## src/rtl/softmax_pkg.sv

```systemverilog
// Shared types and constants for the softmax datapath and its output writer.
package softmax_pkg;

    localparam int unsigned DATAWIDTH      = 32;
    localparam int unsigned NUM            = 2;
    localparam int unsigned ADDRSIZE       = 9;
    localparam int unsigned FIFO_DEPTH_DEF = 4;

    // One result beat: lane 0 occupies the least significant DATAWIDTH bits.
    typedef logic [NUM-1:0][DATAWIDTH-1:0] beat_t;

    // Output writer control states.
    typedef enum logic [1:0] {
        ST_IDLE = 2'd0,
        ST_RUN  = 2'd1,
        ST_DONE = 2'd2
    } wr_state_e;

    // A lane with its MSB set is a negative fixed-point value (exp wrap-around).
    function automatic logic lane_negative(input logic [DATAWIDTH-1:0] lane);
        return lane[DATAWIDTH-1];
    endfunction

endpackage

```

## src/rtl/softmax_out_fifo.sv

```systemverilog
// Beat buffer between the softmax pipeline and the output memory port.
// A push while full is accepted when a pop happens in the same cycle.
module softmax_out_fifo
    import softmax_pkg::*;
#(
    parameter int unsigned DEPTH = 4,
    parameter int unsigned CW    = $clog2(DEPTH) + 1
) (
    input  logic          clk,
    input  logic          reset,
    input  logic          flush,
    input  logic          push,
    input  beat_t         din,
    input  logic          pop,
    output beat_t         dout,
    output logic          full,
    output logic          empty,
    output logic [CW-1:0] count
);

    localparam int unsigned PW = $clog2(DEPTH);

    beat_t         mem [DEPTH];
    logic [PW-1:0] wr_ptr;
    logic [PW-1:0] rd_ptr;
    logic          push_en;
    logic          pop_en;

    // Occupancy flags and effective handshakes.
    assign full    = (count == CW'(DEPTH));
    assign empty   = (count == '0);
    assign pop_en  = pop && !empty;
    assign push_en = push && (!full || pop_en);

    // Head of the queue is presented directly from storage.
    assign dout = mem[rd_ptr];

    // Pointer, occupancy and storage update; flush empties without clearing storage.
    always_ff @(posedge clk or negedge reset) begin
        if (!reset) begin
            wr_ptr <= '0;
            rd_ptr <= '0;
            count  <= '0;
            for (int i = 0; i < int'(DEPTH); i++) begin
                mem[i] <= '0;
            end
        end else if (flush) begin
            wr_ptr <= '0;
            rd_ptr <= '0;
            count  <= '0;
        end else begin
            if (push_en) begin
                mem[wr_ptr] <= din;
                wr_ptr      <= wr_ptr + PW'(1);
            end
            if (pop_en) begin
                rd_ptr <= rd_ptr + PW'(1);
            end
            count <= count + CW'(push_en) - CW'(pop_en);
        end
    end

endmodule

```

## src/rtl/softmax_out_writer.sv

```systemverilog
// Softmax write-back stage: buffers result beats and writes them as packed
// words into the output memory from a latched base address, then pulses
// complete once end_addr - start_addr words have been written.
// Optional build macro SMAX_OUT_CLAMP_EN: lanes with the MSB set are stored as 0.
module softmax_out_writer
    import softmax_pkg::*;
#(
    parameter int unsigned FIFO_DEPTH = FIFO_DEPTH_DEF
) (
    input  logic                     clk,
    input  logic                     reset,
    input  logic                     init,
    input  logic [ADDRSIZE-1:0]      out_base_addr,
    input  logic [ADDRSIZE-1:0]      start_addr,
    input  logic [ADDRSIZE-1:0]      end_addr,
    input  logic                     in_valid,
    input  logic [DATAWIDTH-1:0]     in_data0,
    input  logic [DATAWIDTH-1:0]     in_data1,
    output logic                     wr_en,
    output logic [ADDRSIZE-1:0]      wr_addr,
    output logic [DATAWIDTH*NUM-1:0] wr_data,
    input  logic                     wr_ready,
    output logic                     busy,
    output logic                     complete,
    output logic                     overflow
);

    localparam int unsigned CW = $clog2(FIFO_DEPTH) + 1;

    localparam logic [1:0] S_IDLE = ST_IDLE;
    localparam logic [1:0] S_RUN  = ST_RUN;
    localparam logic [1:0] S_DONE = ST_DONE;

    logic [1:0]          state_q;
    logic [1:0]          state_n;
    logic [ADDRSIZE-1:0] addr_n;
    logic [ADDRSIZE-1:0] rem_q;
    logic [ADDRSIZE-1:0] rem_n;
    logic [ADDRSIZE-1:0] exp_q;
    logic [ADDRSIZE-1:0] exp_n;
    logic [ADDRSIZE-1:0] acc_q;
    logic [ADDRSIZE-1:0] acc_n;
    logic [ADDRSIZE-1:0] word_cnt;
    logic                ovf_n;
    logic                wr_en_n;
    logic                busy_n;
    logic                complete_n;
    logic [CW-1:0]       count_n;

    logic                init_ok;
    logic                pop;
    logic                take;
    logic                lost;
    logic                fifo_push;
    logic                fifo_flush;
    logic                fifo_full;
    logic                fifo_empty;
    logic [CW-1:0]       fifo_count;
    beat_t               beat_in;
    beat_t               fifo_dout;

    // Handshake qualifiers shared by the control logic and the FIFO.
    assign word_cnt  = end_addr - start_addr;
    assign init_ok   = init && (state_q != S_RUN);
    assign pop       = wr_en && wr_ready;
    assign take      = in_valid && (state_q == S_RUN) && (acc_q < exp_q);
    assign fifo_push = take && (!fifo_full || pop);
    assign lost      = take && fifo_full && !pop;

    // Lane packing, with optional clamping of wrapped negative results.
    always_comb begin
        beat_in[0] = in_data0;
        beat_in[1] = in_data1;
`ifdef SMAX_OUT_CLAMP_EN
        for (int i = 0; i < int'(NUM); i++) begin
            if (lane_negative(beat_in[i])) begin
                beat_in[i] = '0;
            end
        end
`endif
    end

    softmax_out_fifo #(
        .DEPTH (FIFO_DEPTH),
        .CW    (CW)
    ) u_fifo (
        .clk   (clk),
        .reset (reset),
        .flush (fifo_flush),
        .push  (fifo_push),
        .din   (beat_in),
        .pop   (pop),
        .dout  (fifo_dout),
        .full  (fifo_full),
        .empty (fifo_empty),
        .count (fifo_count)
    );

    // Memory data is the FIFO head; it only moves on a completed write.
    assign wr_data = fifo_dout;

    // Next-state, counters and look-ahead for the registered outputs.
    always_comb begin
        state_n    = state_q;
        addr_n     = wr_addr;
        rem_n      = rem_q;
        exp_n      = exp_q;
        acc_n      = acc_q;
        ovf_n      = overflow;
        fifo_flush = 1'b0;

        case (state_q)
            S_IDLE, S_DONE: begin
                state_n = S_IDLE;
                if (init_ok) begin
                    addr_n     = out_base_addr;
                    rem_n      = word_cnt;
                    exp_n      = word_cnt;
                    acc_n      = '0;
                    ovf_n      = 1'b0;
                    fifo_flush = 1'b1;
                    state_n    = (word_cnt == '0) ? S_DONE : S_RUN;
                end
            end
            S_RUN: begin
                if (pop) begin
                    addr_n = wr_addr + ADDRSIZE'(1);
                    rem_n  = rem_q - ADDRSIZE'(1);
                    if (rem_q == ADDRSIZE'(1)) begin
                        state_n = S_DONE;
                    end
                end
                if (fifo_push) begin
                    acc_n = acc_q + ADDRSIZE'(1);
                end
                if (lost) begin
                    ovf_n = 1'b1;
                end
            end
            default: begin
                state_n = S_IDLE;
            end
        endcase

        count_n    = fifo_flush ? '0 : (fifo_count + CW'(fifo_push) - CW'(pop));
        wr_en_n    = (state_n == S_RUN) && (count_n != '0);
        busy_n     = (state_n == S_RUN);
        complete_n = (state_n == S_DONE);
    end

    // State, counters and registered outputs.
    always_ff @(posedge clk or negedge reset) begin
        if (!reset) begin
            state_q  <= S_IDLE;
            wr_addr  <= '0;
            rem_q    <= '0;
            exp_q    <= '0;
            acc_q    <= '0;
            overflow <= 1'b0;
            wr_en    <= 1'b0;
            busy     <= 1'b0;
            complete <= 1'b0;
        end else begin
            state_q  <= state_n;
            wr_addr  <= addr_n;
            rem_q    <= rem_n;
            exp_q    <= exp_n;
            acc_q    <= acc_n;
            overflow <= ovf_n;
            wr_en    <= wr_en_n;
            busy     <= busy_n;
            complete <= complete_n;
        end
    end

endmodule

```

## config.mk

```make
export PLATFORM = sky130hd
export DESIGN_NAME = softmax_out_writer
export DESIGN_NICKNAME = d
export VERILOG_FILES = /design/src/rtl/softmax_pkg.sv /design/src/rtl/softmax_out_fifo.sv /design/src/rtl/softmax_out_writer.sv
export SDC_FILE = /design/constraint.sdc
export NUM_CORES = 1
export LEC_CHECK = 0
export ABC_AREA = 0
export BUFFER_PORTS_ARGS = -buffer_cell sky130_fd_sc_hd__buf_2
export CORE_AREA = 2 2 232 234
export DETAILED_ROUTE_END_ITERATION = 10
export DIE_AREA = 0 0 234 236
export GPL_TIMING_DRIVEN = 0
export SYNTH_ARGS = -nofsm -noshare
export SYNTH_HDL_FRONTEND = slang
export SYNTH_SLANG_ARGS = --single-unit
export TNS_END_PERCENT = 10
```

## constraint.sdc

```tcl
create_clock -name clk -period 3.2 [get_ports clk]
set_input_delay 0.16 -clock clk [delete_from_list [all_inputs] [get_ports clk]]
set_output_delay 0.16 -clock clk [all_outputs]
set_load 0.02 [all_outputs]
```

== Word level (Yosys, flattened, before mapping) ==
Index checks and enable logic that the tools add are counted.

* Register bits after elaboration: 305
* Input port bits: 96
* Output and inout port bits: 77
* Word-level logic and storage cells: 108

* $add $sub $neg: 10
* $lt $le $gt $ge: 4
* Eq/ne operators: 11
* Muxes and demuxes: 31
* Bitwise logic cells: 3
* Reductions and logical operators: 29

{| class="wikitable"
|+ Operators with widths
! cell !! count
|-
| bitwise mux 256 bit || 1
|-
| 2-to-1 mux 64 bit || 3
|-
| binary-select mux 64 bit (select 2 bit) || 1
|-
| demux 64 bit (select 2 bit) || 1
|-
| 2-to-1 mux 9 bit || 6
|-
| case mux 9 bit (2 select lines) || 3
|-
| adder 9 x 1 -> 9 bit (second input constant) || 2
|-
| 2-to-1 mux 2 bit || 8
|-
| logical AND 1 bit || 11
|-
| == test 9 x 1 -> 1 bit (second input constant) || 1
|-
| logical NOT 9 bit || 1
|-
| < comparator 9 bit || 1
|-
| AND reduction 3 bit || 3
|-
| subtractor 9 x 1 -> 9 bit (second input constant) || 1
|-
| subtractor 9 bit || 1
|-
| inequality test 2 bit (second input constant) || 4
|-
| adder 3 x 1 -> 3 bit || 2
|-
| >= comparator 3 bit (second input constant) || 2
|-
| 2-to-1 mux 3 bit || 2
|-
| NOT 2 -> 3 bit || 2
|-
| nonzero test 2 bit || 3
|-
| subtractor 3 x 1 -> 3 bit || 2
|-
| adder 2 x 1 -> 2 bit (second input constant) || 2
|-
| == test 2 x 1 -> 1 bit (second input constant) || 2
|-
| other kinds (15) || 23
|}

== Logic depth before layout (Yosys ltp) ==
Gate-level depths: netlist (run 1).

* Depth after elaboration: 9
* Mapped depth: 14
* Gate-level depth less buffers: 13

== Cells and area by module ==
From an unflattened synthesis (run 1), not the netlist that was laid out.

* Cells, all modules: 1006
* Area, all modules: 15060.7 µm²

{| class="wikitable"
|+ By module, submodules not included
! module !! times used !! cells an instance !! area each (µm²) !! sequential area each (µm²)
|-
| softmax_out_fifo || 1 || 665 || 12221.7 || 6581.3
|-
| softmax_out_writer || 1 || 341 || 2839.0 || 1051.0
|}

== Worst setup path before layout (run 1) ==
Ideal clock, no wire load.

* Path kind: reg-to-reg
* Start: register acc_q[1]
* End: register wr_en
* Library setup time: 0.127 ns
* Data arrival time: 2.509 ns
* Required time: 3.073 ns
* Slack: 0.564 ns
* Stages on the path, launching flop included: 13
* Buffers on the path: 1
* Clock period less this slack: 2.636 ns
* Cell sequence: dfrtp_1 > ha_1 > a21o_1 > a2111oi_2 > o21a_2 > buf_6 > nand2_1 > inv_1 > ha_1 > inv_1 > fa_1 > xnor2_1 > a31oi_1

* Cells in the longest elaborated chain, start to end: 8

{| class="wikitable"
|+ Ends and longest elaborated chain
! element !! RTL line !! text
|-
| start: declaration || softmax_out_writer.sv:41 || <nowiki>logic [ADDRSIZE-1:0] acc_q;</nowiki>
|-
| start signal: assignment || softmax_out_writer.sv:168 || <nowiki>acc_q <= acc_n;</nowiki>
|-
| < comparator 9 bit || softmax_out_writer.sv:66 || <nowiki>assign take = in_valid && (state_q == S_RUN) && (acc_q < exp_q);</nowiki>
|-
| logical AND 1 bit || softmax_out_writer.sv:66 ||
|-
| logical AND 1 bit || softmax_out_writer.sv:67 || <nowiki>assign fifo_push = take && (!fifo_full || pop);</nowiki>
|-
| adder 3 x 1 -> 3 bit || softmax_out_writer.sv:145 || <nowiki>count_n = fifo_flush ? '0 : (fifo_count + CW'(fifo_push) - CW'(pop));</nowiki>
|-
| subtractor 3 x 1 -> 3 bit || softmax_out_writer.sv:145 ||
|-
| 2-to-1 mux 3 bit || softmax_out_writer.sv:145 ||
|-
| nonzero test 3 bit || softmax_out_writer.sv:146 || <nowiki>wr_en_n = (state_n == S_RUN) && (count_n != '0);</nowiki>
|-
| logical AND 1 bit || softmax_out_writer.sv:146 ||
|-
| net wr_en_n || softmax_out_writer.sv:45 || <nowiki>logic wr_en_n;</nowiki>
|-
| end signal: assignment || softmax_out_writer.sv:170 || <nowiki>wr_en <= wr_en_n;</nowiki>
|-
| end: declaration || softmax_out_writer.sv:19 || <nowiki>output logic wr_en,</nowiki>
|}

The timed path passes the listed nets, and every way through them passes these cells.
A chain may end at the register's enable or synchronous reset.

== Worst setup path after layout (run 1) ==
Same ends and word-level chain as after synthesis.

==> summary.md, run 1 <==
| Metric | Value |
|---|---|
| Die Height | 236 µm |
| Simple-gate share of the synthesized area | 0.04550 |
| Post-Place Worst Slack | 67.52 ps |
| Post-synth EDFFs | 0 |
| Largest net degree at the start of global routing | 117 |
| Reg2reg path depth | 12 |
| Detail Placement HPWL | 24150 µm |
| Layout Skew | 21.48 ps |
| CTS Buffer Depth | 3 |
| Syn nets | 1117 |
| Max-slew headroom | 0.1326 |
| WL final | 36610 µm |
| Layout Nets | 1407 |
| Final setup viols | 0 |
| WL/cell | 18.27 µm |
| Post-Synthesis Cells | 990 |
| Avg Cell Area, Syn | 14.78 µm² |
| Crit Path Class | register to register |
| Total power divided by cell area | 1102 nW/µm² |
| Initial Utilization | 0.2757 |
| Top achievable clock speed | 334.9 MHz |
| Depth of the CTS H-tree | 2 |
| Ys Warns | 0 |
| Xor/xnor cell area share of the yosys netlist | 0.007783 |
| Area grow syn2layout | 26.08% |
| Top Ports | 173 |
| Antenna Violating Nets Remaining | 0 |
| CTS tree | built |
| DRC | 0 |
| Sequential fraction of the synthesis area | 0.5217 |
| Die X | 234 µm |
| Slew Viols, Final | 0 |
| TritonRoute pass-1 iters | 4 |
| Final instance area | 18440 µm² |
| WHS Endpoint | rem_q[0] |
| Initial antenna violation count | 2 |
| R2R Path Start | acc_q[1] |
| Largest family of logic cells by synthesized area | multiplexers |
| Synth Flop Type | dfrtp_1 |
| First-pass GRT wire length | 57900 µm |
| Maxcap violations | 0 |
| Hold Vio Cnt, Final | 0 |
| FP Rows | 85 |
| Period utilisation layout | 0.9332 |
| Synth Area in Compound Gates | 0.04054 |
| Worst reg-to-reg setup slack | 210 ps |
| Num CTS Buffers | 39 |
| Hold path cells | 3 |
| Core Area | 53070 µm² |
| Critical R2R Capture | wr_en |
| Synth unique cells | 51 |
| Worst path arrival time | 3430 ps |
| IO buf count | 172 |
| Crit path max fanout | 10 |
| Cell Area, Synth | 14630 µm² |
| Post-synthesis mux area share | 0.3267 |
| Synth area leaders | dfrtp_1 (52%), mux2_4 (11%), mux2_2 (10%), mux4_2 (9.9%), ha_1 (2.4%) |
| CP endpoint kind | register |
| DR vias | 9281 |
| Grt total ovfl | 0 |
| Initial DRC Count | 459 |
| Min Clock Period, post-route | 2986 ps |
| FF+latch count, synth | 305 |
| Hold Path Class | primary input to register |
| Clock sink count | 305 |
| Worst slew pin tran | 1268 ps |
| Peak VDD IR | 0.0004141 V |
| Required @ worst endpoint | 3650 ps |
| Worst setup SP type | register |
| Ys async rst share | 1.000 |
| Clk pin slew, worst setup/hold paths | 60 ps |
| Status | complete, no violations |
| HP Start | start_addr[0] |
| Total power | 20.33 mW |
| Clk_lat worst skew | 560 ps |
| Placed inst area | 16430 µm² |
| GPL Wtd Cong | 0.8267 |
| Total GRT Usage | 0.1346 |
| Root Driver | clkbuf_16 |
| Synth top area share | 0.5217 |
| Via count of the first global-routing pass | 9973 |
| Post-layout worst setup margin | 213.9 ps |
| Die area | 55220 µm² |
| Area leader, netlist | dfrtp_1 |
| Share of layout cells above drive strength 1 | 0.4472 |
| Adder-Cell Fraction of Synth Area | 0.02805 |
| Leak | 8.452 nW |
| Vias per std cell | 4.631 |
[logic make-up (layout without fill, tap and decap cells)]
logic type	Yosys count	count (layout)
muxes	325	325
other	0	2
buffers and inverters	85	401
xor gates and xnor gates	13	13
and+or+nand+nor	131	131
adders and majority gates	31	31
DFF	305	305
AOI/OAI and AO/OA	100	100
[layer usage]
metal	track usage	wire length (µm)	part of all wire
met4	0.04143	795	0.022
met5	0	0	0
met1	0.1843	16870	0.46
met2	0.2110	16880	0.46
met3	0.03119	2066	0.056
[cell type report]
cell class / count / area [µm²]
Sequential cell: 305 / 7632
Antenna cell: 2 / 5.005
Buffer: 52 / 341.6
Multi-Input combinational cell: 600 / 6569
Clock buffer: 52 / 1106
Inverter: 33 / 123.9
Clock inverter: 15 / 121.4
Tap cell: 696 / 870.8
Fill cell: 5148 / 34630
Timing Repair Buffer: 249 / 1674
[per-stage QoR]
step	cells	util	TNS [ps]	hold slack (ps)
final	2004	0.3475	0	40.74
after global routing	2004	0.3475	-3.533	48.10
after CTS	2001	0.3472	0	30.45
after detailed placement	1860	0.3095	0	207.2
after global placement	1858	0.3083	-1157450	408.8
after floorplan	990	-	0	-135.6
[worst max path at each step]
stage,startpoint,endpoint,slack (ps),depth (start not counted)
after floorplan,acc_q[1],wr_en,560,12
after CTS,acc_q[1],wr_en,40,12
final,acc_q[1],wr_en,210,12
after detailed placement,acc_q[1],wr_en,70,12
after global placement,reset,u_fifo.mem[119],-3840,1
after global routing,acc_q[1],wr_en,-4,12
[where the power goes]
part / switching [mW] / internal (mW) / leakage, nW / total [mW]
sequential: 1.05 / 5.80 / 3.64 / 6.86
clock: 1.75 / 2.51 / 0.612 / 4.25
combinational: 4.45 / 4.77 / 4.20 / 9.22
[worst max-delay path, stage by stage (launching register included)]
cell	delay, ps
dfrtp_1	420
ha_1	290
a21o_1	160
a2111oi_2	410
o21a_2	210
buf_6	170
nand2_1	100
inv_1	160
ha_1	160
inv_1	50
fa_1	370
xnor2_1	150
a31oi_2	230
[placed cells by master, fill, tap and decap left out, drive strengths merged, types with 4 or more instances in the layout]
cell type	instances
dfrtp	305
mux2	256
buf	207
dlygate4sd3	74
clkbuf	68
mux4	64
nand2	43
inv	34
a21oi	33
o21ai	33
ha	28
nor2	25
nand3	18
clkinv	12
nand2b	8
nor3	8
xnor2	8
and3	8
a31oi	6
nand3b	5
xor2	5
mux2i	5
nor2b	4
clkdlybuf4s15	4
o31ai	4
o22ai	4
[synth_stat cells, types with 2 or more instances]
cell	instances
a21o_1	3
a21oi_1	33
a22o_1	2
a22oi_1	2
a31oi_1	6
and2_1	2
and3_1	8
buf_1	9
buf_2	14
buf_6	13
clkbuf_1	16
dfrtp_1	305
fa_1	3
ha_1	28
inv_1	33
mux2_1	12
mux2_2	136
mux2_4	108
mux2i_1	5
mux4_2	64
nand2_1	43
nand2b_1	8
nand3_1	14
nand3_2	2
nand3_4	2
nand3b_1	5
nand4_1	3
nor2_1	25
nor2b_1	4
nor3_1	8
o21a_1	2
o21ai_0	32
o22ai_1	4
o31ai_1	4
o32ai_1	2
or3_1	2
or4_1	3
xnor2_1	8
xor2_1	5
[flip-flops by register name (all words and copies together) (netlist names)]
name,flops
exp_q,9
u_fifo.count,3
complete,1
acc_q,9
u_fifo.mem,256
overflow,1
rem_q,9
u_fifo.wr_ptr,2
wr_en,1
busy,1
u_fifo.rd_ptr,2
state_q,2
wr_addr,9
[repair_timing]
| item | CTS | global route |
|---|---|---|
| resized for setup | 9 | 1 |
| endpoints found under the hold margin | 342 | 0 |
| setup buffers | 0 | 1 |
| endpoints found under the setup margin | 38 | 1 |
| hold buffers | 74 | 0 |
| pin swaps | 0 | 1 |
Power figures use the tool's default switching activity.
==> run 2: changes to the inputs <==
--- a/config.mk
+++ b/config.mk
@@ -7,11 +7,13 @@
 export LEC_CHECK = 0
 export ABC_AREA = 0
 export BUFFER_PORTS_ARGS = -buffer_cell sky130_fd_sc_hd__buf_2
-export CORE_AREA = 2 2 232 234
+export CORE_AREA = 2 2 235 237
 export DETAILED_ROUTE_END_ITERATION = 10
-export DIE_AREA = 0 0 234 236
+export DIE_AREA = 0 0 237 239
 export GPL_TIMING_DRIVEN = 0
+export RECOVER_POWER = 25
 export SYNTH_ARGS = -nofsm -noshare
 export SYNTH_HDL_FRONTEND = slang
+export SYNTH_HIERARCHICAL = 1
 export SYNTH_SLANG_ARGS = --single-unit
 export TNS_END_PERCENT = 10
==> run 2 against run 1 <==
Net effect:
- the flow now finishes with violations (max-capacitance violations, max-slew violations)
- via count is 2.0% higher
- non-clock buffer count increased by 20
- largest cell class unchanged
- sequential power is 2% higher
- worst hold slack better by 19 ps
- combinational power grew 5.5%
- maximum frequency decreased by 2.6%
==> summary.md, run 2 <==
| Metric | Value |
|---|---|
| DR vias | 9465 |
| Total GRT Usage | 0.1345 |
| Post-synth EDFFs | 0 |
| Syn nets | 1133 |
| Failing checks | max-capacitance violations, max-slew violations |
| Most frequent cells in the layout | dfrtp_1 (304), mux2_4 (180), buf_2 (179) |
| Antenna Violating Nets Remaining | 0 |
| Total power divided by cell area | 1110 nW/µm² |
| Count leader, synth | dfrtp_1 |
| IO buf count | 172 |
| Crit path from | acc_q[1] |
| Ys Warns | 6 |
| DRC | 0 |
| Area grow syn2layout | 27.09% |
| Metal2 WL | 17590 µm |
| Hold Path Class | primary input to register |
| Final instance area | 19140 µm² |
| Die area | 56640 µm² |
| Reg2reg path depth | 15 |
| Final setup viols | 0 |
| Detail Placement HPWL | 24300 µm |
| Sw Pwr | 7.385 mW |
| M1 WL | 17490 µm |
| Crit Path Class | register to register |
| Required @ worst endpoint | 3670 ps |
| DR top layer | met5 |
| CTS Buffer Depth | 3 |
| Depth of the CTS H-tree | 2 |
| Synth Flop Type | dfrtp_1 |
| Worst Hold Margin | 60.04 ps |
| Worst path arrival time | 3530 ps |
| Max-slew headroom | -0.2616 |
| Synth top area share | 0.5068 |
| Slowest cell delay on critical path | 450 ps |
| Synth area leaders | dfrtp_1 (51%), mux2_4 (18%), mux4_2 (9.6%), mux2_2 (5.4%), ha_1 (2.3%) |
| Largest net degree at the start of global routing | 121 |
| Seq pwr share | 0.329 |
| Placed inst area | 16870 µm² |
| Worst reg-to-reg setup slack | 140 ps |
| Clk_lat worst skew | 550 ps |
| Clock sink count | 305 |
| WL/cell | 18.44 µm |
| Crit path max fanout | 7 |
| WP buf/inv | 3 |
| Post-route setup TNS | 0 ps |
| Initial antenna violation count | 4 |
| Period utilisation layout | 0.9577 |
| Root Driver | clkbuf_16 |
| Grt total ovfl | 0 |
| TritonRoute pass-1 iters | 5 |
| Avg Cell Area, Syn | 14.97 µm² |
| Worst path most repeated cell | ha_1 |
| Slew Viols, Final | 73 |
| CP endpoint kind | register |
| Peak VDD IR | 0.0006061 V |
| Status | finished, violations left |
| Leak | 8.517 nW |
| Hold Vio Cnt, Final | 0 |
| Largest register by flop count | u_fifo/mem |
| FF+latch count, synth | 305 |
| Layout Nets | 1438 |
| WHS Endpoint | rem_q[0] |
| Ys async rst share | 1.000 |
| Slowest-stage cell, CP | dfrtp_2 |
| Vias per std cell | 4.626 |
| Share of layout cells above drive strength 1 | 0.4597 |
| Clk pwr share | 0.213 |
| Commonest non-fill, non-tap cell in the layout | dfrtp_1 |
| Min Clock Period, post-route | 3065 ps |
| Sequential fraction of the synthesis area | 0.5068 |
| GPL Wtd Cong | 0.7759 |
| Clk pin slew, worst setup/hold paths | 60 ps |
| WL final | 37730 µm |
| Levels on crit path | 15 |
| Post-synth top cells | dfrtp_1 (305), mux2_4 (180), mux2_2 (72) |
| Initial Utilization | 0.2772 |
| Die Height | 239 µm |
| Area leader, netlist | dfrtp_1 |
| Max reg flops | 256 |
| Initial DRC Count | 555 |
| FP Rows | 86 |
| Worst setup SP type | register |
| First-pass GRT wire length | 59490 µm |
| Crit path cell chain | ha_1 > a21o_1 > a21oi_2 > o21ai_2 > or3_4 > inv_6 > nand2b_4 > ha_1 > inv_1 > ha_1 > inv_1 > fa_1 > xor2_1 > and2_1 > nor3_2 |
| Num CTS Buffers | 39 |
| Cell Area, Synth | 15060 µm² |
| Kind of cell adding the most delay to the critical path | adder cells |
| Die X | 237 µm |
| Top Ports | 173 |
| Synth unique cells | 56 |
| Layout Skew | 18.93 ps |
| Comb pwr share | 0.458 |
| RSZ-0062 raised after global routing | true |
| Routed wl met3 | 1707 µm |
| Post-Synthesis Cells | 1006 |
| Core Area | 54340 µm² |
| Post-Place Worst Slack | -413.5 ps |
| Worst slew pin tran | 1892 ps |
| Top achievable clock speed | 326.3 MHz |
| Post-layout worst setup margin | 135.3 ps |
| CTS tree | built |
| Cell-internal power | 13.86 mW |
| HP Start | end_addr[0] |
| Hold path cells | 4 |
| Switching fraction of total power | 0.3476 |
| Critical R2R Capture | u_fifo/count[2] |
| Via count of the first global-routing pass | 10270 |
| Maxcap violations | 1 |
| R2R Path Start | acc_q[1] |
## run 2: kinds of logic after synthesis
kind of cell	share of synthesized area
AO/OA/AOI/OAI	0.04004
XOR/XNOR	0.006397
adder cells (fa/ha/maj)	0.02725
buffers and inverters	0.03381
flip-flops	0.5068
multiplexers	0.3367
AND/OR/NAND/NOR	0.04902
## run 2: area by class of cell
type / instances / area (µm²)
multi-input combinational: 609 / 7004
buffer: 57 / 379.1
sequential: 305 / 7634
clock inverter: 15 / 201.4
timing repair buffer: 264 / 1753
fill: 5252 / 35200
antenna: 2 / 5.005
inverter: 35 / 136.4
clock buffer: 55 / 1147
tap: 704 / 880.8
## run 2: worst max-delay path by stage
| stage | end | slack (ps) |
|---|---|---|
| 2_1_floorplan | u_fifo/count[2] | 130 |
| 3_3_place_gp | u_fifo/mem[143] | -3860 |
| 3_5_place_dp | u_fifo/mem[67] | -410 |
| 4_1_cts | u_fifo/count[2] | 8 |
| 5_1_grt | wr_data[55] | -60 |
| 6_report | u_fifo/count[2] | 140 |
## run 2: what timing repair did
item | 4_1_cts | 5_1_grt
setup endpoints to repair | 114 | 16
pin swaps | 3 | 4
setup buffers | 14 | 0
hold endpoints to repair | 338 | 0
resized for setup | 8 | 18
hold buffers | 76 | 0
## run 2: per-stage QoR
stage	std cells	power [mW]	util
after floorplan	1006	13.96	-
after global placement	1882	16.37	0.3092
after detailed placement	1884	16.66	0.3104
after CTS	2044	21.55	0.3518
after global routing	2045	22.57	0.3522
final	2046	21.25	0.3522
## run 2: routing by layer
layer	global-route usage	vias up
met3	0.02783	68
met2	0.2201	217
met1	0.1784	4875
li1	-	4299
met4	0.04315	6
met5	0	-
## run 2: worst min-delay path, stage by stage
cell     delay (ps)
buf_2            90
inv_1            40
ha_1            180
a31oi_1          90
## run 2: power groups by stage
stage | logic, mW | registers, mW | clock network (mW)
finish | 9.73 | 6.99 | 4.53
global route | 10.5 | 7.23 | 4.84
CTS | 9.88 | 6.97 | 4.71
detailed placement | 9.70 | 6.96 | 0
global placement | 9.50 | 6.87 | 0
floorplan | 7.27 | 6.69 | 0
==> run 3: changes to the inputs <==
==> constraint.sdc (replaced) <==
create_clock -name clk -period 2.7 [get_ports clk]
set_input_delay 0.135 -clock clk [delete_from_list [all_inputs] [get_ports clk]]
set_output_delay 0.135 -clock clk [all_outputs]
set_load 0.02 [all_outputs]
==> run 3 against run 2 <==
Net effect:
- critical path type unchanged
- sequential share of layout area is 1.4 points lower
- worst hold slack lost 16 ps
- maximum frequency is 3.5% higher
- wire length up 2.7%
- critical path depth up 2
- cell count rose by 0.78%
- the run ends with max-capacitance violations, max-slew violations, negative setup slack left
- die area stayed put
- clock-buffer cell count decreased by 3
- sequential power grew 18%
==> summary.md, run 3 (synthesis gave the netlist of run 2 again) <==
| Metric | Value |
|---|---|
| Status | finished, violations left |
| Failing checks | max-capacitance violations, max-slew violations, negative setup slack |
| Post-route setup TNS | -32160 ps |
| Grt total ovfl | 0 |
| Core Area | 54340 µm² |
| Metal2 WL | 18310 µm |
| Worst path arrival time | 3370 ps |
| M1 WL | 17790 µm |
| Root Driver | clkbuf_16 |
| Final setup viols | 236 |
| Slowest-stage cell, CP | or3_4 |
| CTS Buffer Depth | 3 |
| Crit Path Class | register to register |
| Worst Hold Margin | 44.02 ps |
| Post-layout worst setup margin | -262.3 ps |
| Hold path cells | 4 |
| Die X | 237 µm |
| Vias per std cell | 4.620 |
| Layout Utilization | 0.3650 |
| First-pass GRT wire length | 61060 µm |
| Num CTS Buffers | 38 |
| Largest net degree at the start of global routing | 116 |
| Hold Path Class | primary input to register |
| Top Ports | 173 |
| Period utilisation layout | 1.097 |
| Area grow syn2layout | 31.69% |
| Multi-input gate area | 7038 µm² |
| TritonRoute pass-1 iters | 5 |
| Hold Vio Cnt, Final | 0 |
| Clock sink count | 305 |
| Diode count | 0 |
| CP endpoint kind | register |
| Initial DRC Count | 419 |
| Max reg flops | 256 |
| Total GRT Usage | 0.1383 |
| RSZ-0062 raised after global routing | true |
| Slew Viols, Final | 89 |
| IO buf count | 172 |
| Total power divided by cell area | 1313 nW/µm² |
| Sequential Area | 7635 µm² |
| Crit path max fanout | 4 |
| Commonest non-fill, non-tap cell in the layout | dfrtp_1 |
| Levels on crit path | 17 |
| Die Height | 239 µm |
| WL/cell | 18.79 µm |
| Worst setup SP type | register |
| DRC | 0 |
| Crit path cell chain | inv_2 > ha_4 > a21oi_2 > nor2b_1 > o21ai_1 > nand4b_1 > or3_4 > inv_6 > nand2b_4 > ha_4 > inv_2 > ha_4 > inv_2 > fa_2 > xor2_2 > and2_4 > nor3_2 |
| Detail Placement HPWL | 24270 µm |
| Worst slew pin tran | 2164 ps |
| Layout Skew | 26.94 ps |
| Max-slew headroom | -0.4424 |
| Via count of the first global-routing pass | 10260 |
| WP buf/inv | 4 |
| Peak VDD IR | 0.0006412 V |
| Top achievable clock speed | 337.6 MHz |
| Required @ worst endpoint | 3110 ps |
| Largest register by flop count | u_fifo/mem |
| Initial Utilization | 0.2772 |
| GPL Wtd Cong | 0.7915 |
| WL final | 38740 µm |
| Most frequent cells in the layout | dfrtp_1 (303), mux2_4 (183), buf_2 (168) |
| Clk pin slew, worst setup/hold paths | 60 ps |
| Die area | 56640 µm² |
| Leak | 8.767 nW |
| Slowest cell delay on critical path | 440 ps |
| Maxcap violations | 1 |
| CTS tree | built |
| Share of layout cells above drive strength 1 | 0.4742 |
| Depth of the CTS H-tree | 2 |
| Reg2reg path depth | 17 |
| Fill cell total of the finished layout | 5185 |
| DR top layer | met5 |
| Dpl cells | 1884 |
| Clk_lat worst skew | 560 ps |
| Kind of cell adding the most delay to the critical path | simple AND/OR/NAND/NOR gates |
| Min Clock Period, post-route | 2962 ps |
| Routed wl met3 | 1691 µm |
| Layout Nets | 1455 |
| DR vias | 9527 |
| Antenna Violating Nets Remaining | 0 |
| Fin cells | 2062 |
| FP Rows | 86 |
| Initial antenna violation count | 3 |
[run 3: cell count changes in the layout (fill, tap and decap cells not counted), sizes merged]
cell           change
inv                -2
diode              -2
clkbuf             +6
clkinvlp           +2
buf                +7
clkdlybuf4s15      +1
bufinv             +1
bufbuf             +1
clkinv             +2
[run 3: what timing repair did]
item,4_1_cts,5_1_grt
hold buffers,76,0
resized for setup,96,18
hold endpoints to repair,356,0
cloned,3,5
endpoints found under the setup margin,309,269
pin swaps,9,5
buffers inserted,23,1
[run 3: layout make-up]
class / count / share of cell area
Buffer: 57 / 0.03394
Clock buffer: 52 / 0.05520
Clock inverter: 18 / 0.01281
Inverter: 35 / 0.006876
Multi-Input combinational cell: 609 / 0.3548
Sequential cell: 305 / 0.3849
Tap cell: 704 / 0.04441
Timing Repair Buffer: 282 / 0.1070
[run 3: path summary, 6_finish.rpt]
check	from	slack (ps)	endpoint
max	exp_q[6]	-260	u_fifo/count[2]
min	end_addr[0]	40	rem_q[0]
max reg2reg	exp_q[6]	-260	u_fifo/count[2]
min reg2reg	u_fifo/mem[104]	480	u_fifo/mem[104]
max in group asynchronous	reset	470	u_fifo/mem[135]
min in group asynchronous	reset	760	u_fifo/mem[118]
[run 3: metal layers]
metal / up-vias / GRT usage
met3: 60 / 0.02760
li1: 4327 / -
met4: 4 / 0.04334
met5: - / 0
met2: 223 / 0.2237
met1: 4913 / 0.1867
[run 3: metrics by stage]
step	setup WS [ps]	instance area [µm²]	power [mW]
after floorplan	-285.2	15080	16.57
after global placement	-4310	16820	19.41
after detailed placement	-795.8	16880	19.74
final	-262.3	19830	26.05
after global routing	-429.9	19830	27.66
after CTS	-328.6	19650	26.25
[run 3: worst register-to-register path, stage by stage (launching register included)]
cell      delay [ps]
dfrtp_1          390
inv_2             80
ha_4             200
a21oi_2          110
nor2b_1           50
o21ai_1          120
nand4b_1         150
or3_4            440
inv_6             90
nand2b_4          60
ha_4             210
inv_2             60
ha_4             120
inv_2             30
fa_2             340
xor2_2           180
and2_4           170
nor3_2            30
[run 3: report_power, final]
group	total [mW]	leakage (nW)	internal, mW	switching [mW]
Clock	5.44	0.647	3.34	2.10
Sequential	8.27	3.63	6.88	1.39
Combinational	12.3	4.49	6.84	5.50
